$ cat src/rtl/minterm_sweep_checker_settle_timer.sv
// Purpose : 4-bit loadable down-counter pacing the settle window of each vector.
// Latency : expired is high while the count sits at 1, i.e. value-1 cycles after the load edge.
// Backpressure: none; a load always wins over counting, the counter parks at 0.
// Ports   : clk, rst_n, load (reload with value), value (settle cycles), expired (sample due).
module settle_timer (
  input  logic       clk,
  input  logic       rst_n,
  input  logic       load,
  input  logic [3:0] value,
  output logic       expired
);

  logic [3:0] cnt_q;
  logic [3:0] cnt_d;

  always_comb begin
    cnt_d = cnt_q;
    if (load) begin
      cnt_d = value;
    end else if (cnt_q != 4'd0) begin
      cnt_d = cnt_q - 4'd1;
    end
  end

  always_ff @(posedge clk or negedge rst_n) begin
    if (!rst_n) begin
      cnt_q <= 4'd0;
    end else begin
      cnt_q <= cnt_d;
    end
  end

  // Reaching 1 means the last settle cycle is in progress; the next cycle samples.
  assign expired = (cnt_q == 4'd1);

endmodule

$ cat config.mk
export PLATFORM = sky130hd
export DESIGN_NAME = settle_timer
export DESIGN_NICKNAME = d
export VERILOG_FILES = /design/src/rtl/minterm_sweep_checker_settle_timer.sv
export SDC_FILE = /design/constraint.sdc
export NUM_CORES = 1
export LEC_CHECK = 0
export ABC_AREA = 1
export BUFFER_PORTS_ARGS = -buffer_cell sky130_fd_sc_hd__buf_2
export CAP_MARGIN = 20
export CORE_AREA = 2 2 39 41
export CTS_CLUSTER_SIZE = 16
export DETAILED_ROUTE_END_ITERATION = 6
export DIE_AREA = 0 0 41 43
export GPL_TIMING_DRIVEN = 0
export PLACE_DENSITY = 0.52
export SLEW_MARGIN = 20
export SYNTH_ARGS = -nofsm -noshare
export SYNTH_HDL_FRONTEND = slang
export SYNTH_SLANG_ARGS = --single-unit
$ cat constraint.sdc
create_clock -name clk -period 1.6 [get_ports clk]
set_clock_uncertainty 0.05 [all_clocks]
set_input_delay 0.32 -clock clk [delete_from_list [all_inputs] [get_ports clk]]
set_output_delay 0.32 -clock clk [all_outputs]
set_load 0.02 [all_outputs]
==> reports/metrics.json <==
{
  "power.net_switching": {"value": 133, "unit": "uW"},
  "power.switching_fraction": {"value": 0.339},
  "grt_pass1_wl": {"value": 890, "unit": "um"},
  "reg_top3": {"value": "cnt_q: 4 flops"},
  "synth_largest_type_area_fraction": {"value": 0.343},
  "clock_insertion_delay_worst_skew": {"value": 0.24, "unit": "ns"},
  "cts-root-to-sink-buffers": {"value": 2},
  "maxSlewViolCount": {"value": 0},
  "synth_top_area_cell": {"value": "dfrtp_1"},
  "io_buffer_count": {"value": 7},
  "cts.clk_slew.worst_paths": {"value": 0.04, "unit": "ns"},
  "crit_path_max_fanout": {"value": 4},
  "final_antenna_net_count": {"value": 0},
  "drt-wirelength-per-cell": {"value": 8.66, "unit": "um"},
  "placedInstanceArea": {"value": 347, "unit": "um^2"},
  "grt.total_usage": {"value": 0.0827},
  "hpwl": {"value": 440, "unit": "um"},
  "cts_htree_levels": {"value": 1},
  "dominant_cell_by_count_in_the_synthesized_netlist": {"value": "nand2_1"},
  "cap_viol_max_count": {"value": 0},
  "effective_utilization_at_floorplan": {"value": 0.211},
  "cts_num_sinks": {"value": 4},
  "viasPerCell": {"value": 3.91},
  "largest_reg_flops": {"value": 4},
  "critical_path.endpoint_type": {"value": "output port"},
  "drive_gt1_frac": {"value": 0.375},
  "netlist_instances": {"value": 37},
  "timing.slew.headroom": {"value": 0.875},
  "post-route-worst-setup-slack": {"value": 0.120, "unit": "ns"},
  "async_reset_ff_frac": {"value": 1.00},
  "numCtsBuffers": {"value": 3},
  "register_with_the_highest_flop_count": {"value": "cnt_q"},
  "pre_cts_slack": {"value": 0.312, "unit": "ns"},
  "post_synth_instance_area": {"value": 292, "unit": "um^2"},
  "arrival_time_worst_endpoint": {"value": 1.11, "unit": "ns"},
  "yosys_warnings": {"value": 0},
  "synthToLayoutAreaGrowth": {"value": 30.0, "unit": "%"},
  "irDropWorstVdd": {"value": 0.452, "unit": "mV"},
  "rows": {"value": 14},
  "cts_tree": {"value": "built"},
  "synth.avg_cell_area": {"value": 7.88, "unit": "um^2"},
  "dieHeight": {"value": 43, "unit": "um"},
  "first_global_vias": {"value": 210},
  "yosysSeqAreaShare": {"value": 0.343},
  "status": {"value": "finished, final reports clean"},
  "period_needed": {"value": 1.48, "unit": "ns"},
  "n_antenna_cell": {"value": 0},
  "cts_root_buf": {"value": "clkbuf_4"},
  "grt_setup_unrepaired": {"value": "false"},
  "highest_achievable_clock_rate": {"value": 676, "unit": "MHz"},
  "coreArea": {"value": 1380, "unit": "um^2"},
  "setup_violations": {"value": 0},
  "worstMarginPinSlew": {"value": 0.188, "unit": "ns"},
  "cellLeakagePower": {"value": 0.000196, "unit": "uW"},
  "utilization": {"value": 0.274},
  "hold_path.class": {"value": "input pin to flip-flop"},
  "drt-pass1-iter-count": {"value": 3},
  "yosys.cell_types.count": {"value": 14},
  "synth_nets": {"value": 47},
  "worst_hold_slack": {"value": 0.290, "unit": "ns"},
  "sequentialPowerShare": {"value": 0.358},
  "dieArea": {"value": 1760, "unit": "um^2"},
  "drt_first_iter_violations": {"value": 4},
  "grt_start_max_net_pins": {"value": 8},
  "worstSetupPathType": {"value": "flip-flop to output port"},
  "yosys_register_bits": {"value": 4},
  "overflow": {"value": 0},
  "final.period_utilization": {"value": 0.925},
  "power_per_cell_area": {"value": 1030, "unit": "nW/um^2"},
  "setup_tns": {"value": 0, "unit": "ns"},
  "number_of_flops_mapped_to_enable_cells_by_yosys": {"value": 0},
  "grt_antenna_before_repair": {"value": 0},
  "yosys_most_used_dff": {"value": "dfrtp_1"},
  "drc": {"value": 0},
  "ios": {"value": 8},
  "synth.area.top_cells": {"value": "dfrtp_1 34%, ha_1 13%, nand2_1 10%"},
  "power.combinational.fraction": {"value": 0.318},
  "gp_routability_congestion": {"value": 0.675},
  "drt_wl_total": {"value": 554, "unit": "um"},
  "synth_top_cells_by_count": {"value": "8 x nand2_1, 6 x inv_1, 4 x dfrtp_1, 3 x ha_1, 3 x nor2_1"},
  "routed-via-count": {"value": 250},
  "die_x": {"value": 41, "unit": "um"},
  "stdcell_area": {"value": 379, "unit": "um^2"},
  "power_frac_clock": {"value": 0.323},
  "nature_of_the_critical_path_startpoint": {"value": "flip-flop"},
  "cellInternalPower": {"value": 259, "unit": "uW"},
  "worst_ep_required_time": {"value": 1.23, "unit": "ns"},
  "fin_nets": {"value": 60},
  "final-hold-violation-count": {"value": 0}
}
## cells in the final DEF (no fill, tap or decap), drive strengths merged
| master | count |
|---|---|
| nand3 | 1 |
| dlygate4sd3 | 1 |
| buf | 7 |
| clkbuf | 3 |
| nand2 | 8 |
| nor2 | 5 |
| a21oi | 2 |
| ha | 3 |
| a21boi | 1 |
| dfrtp | 4 |
| inv | 7 |
| or2 | 1 |
| o21ai | 5 |
## cells by family after synthesis
group / count (synthesis) / share of synthesized area
compound gates: 8 / 0.172
fa+ha+maj: 3 / 0.129
buf+inv: 7 / 0.0901
flops: 4 / 0.343
simple gates: 15 / 0.266
## metrics by stage
step	total power, uW	cells
finish	392	64
global route	431	64
CTS	399	64
detailed placement	265	60
global placement	264	60
floorplan	232	37
## area by class of cell
| cell class | instances | area (um^2) |
|---|---|---|
| well taps | 16 | 20.0 |
| repair buffers | 8 | 45.0 |
| clock buffers | 3 | 22.5 |
| fillers | 156 | 1000 |
| multi-input cells | 26 | 165 |
| flip-flops and latches | 4 | 100 |
| inverters | 7 | 26.3 |
## critical path, cell delays in order (launching register included)
cell and delay [ns]:
dfrtp_1 0.40, nor2_2 0.18, inv_1 0.06, nor2_1 0.07, buf_2 0.16
## power groups by stage
stage	logic [uW]	registers [uW]	clock network, uW
6_report	125	140	127
5_1_grt	146	146	139
3_3_place_gp	123	141	0
2_1_floorplan	95.1	137	0
3_5_place_dp	124	141	0
4_1_cts	127	140	132
## final timing paths
path,from,end,slack (ns),depth (start not counted)
setup reg to reg,cnt_q[0],cnt_q[2],0.35,5
min in group asynchronous,rst_n,cnt_q[3],0.36,2
max in group asynchronous,rst_n,cnt_q[0],1.01,2
setup / recovery,cnt_q[2],expired,0.12,4
hold reg to reg,cnt_q[1],cnt_q[1],0.54,2
hold / removal,value[2],cnt_q[2],0.29,3
## per-layer routing
| metal | vias to the layer above | part of all wire | track usage |
|---|---|---|---|
| li1 | 137 | - | - |
| met1 | 105 | 0.48 | 0.104 |
| met2 | 8 | 0.45 | 0.100 |
| met3 | 0 | 0.067 | 0.0785 |
| met4 | 0 | 0 | 0.0200 |
| met5 | - | 0 | 0 |
## timing repair
item                                    CTS  global route
hold endpoints to repair                  4             0
endpoints found under the setup margin    0             1
hold buffers                              1             0
resized for setup                         0             1
buffers inserted                          0             0
No activity file was read; power rests on OpenSTA's default activity.
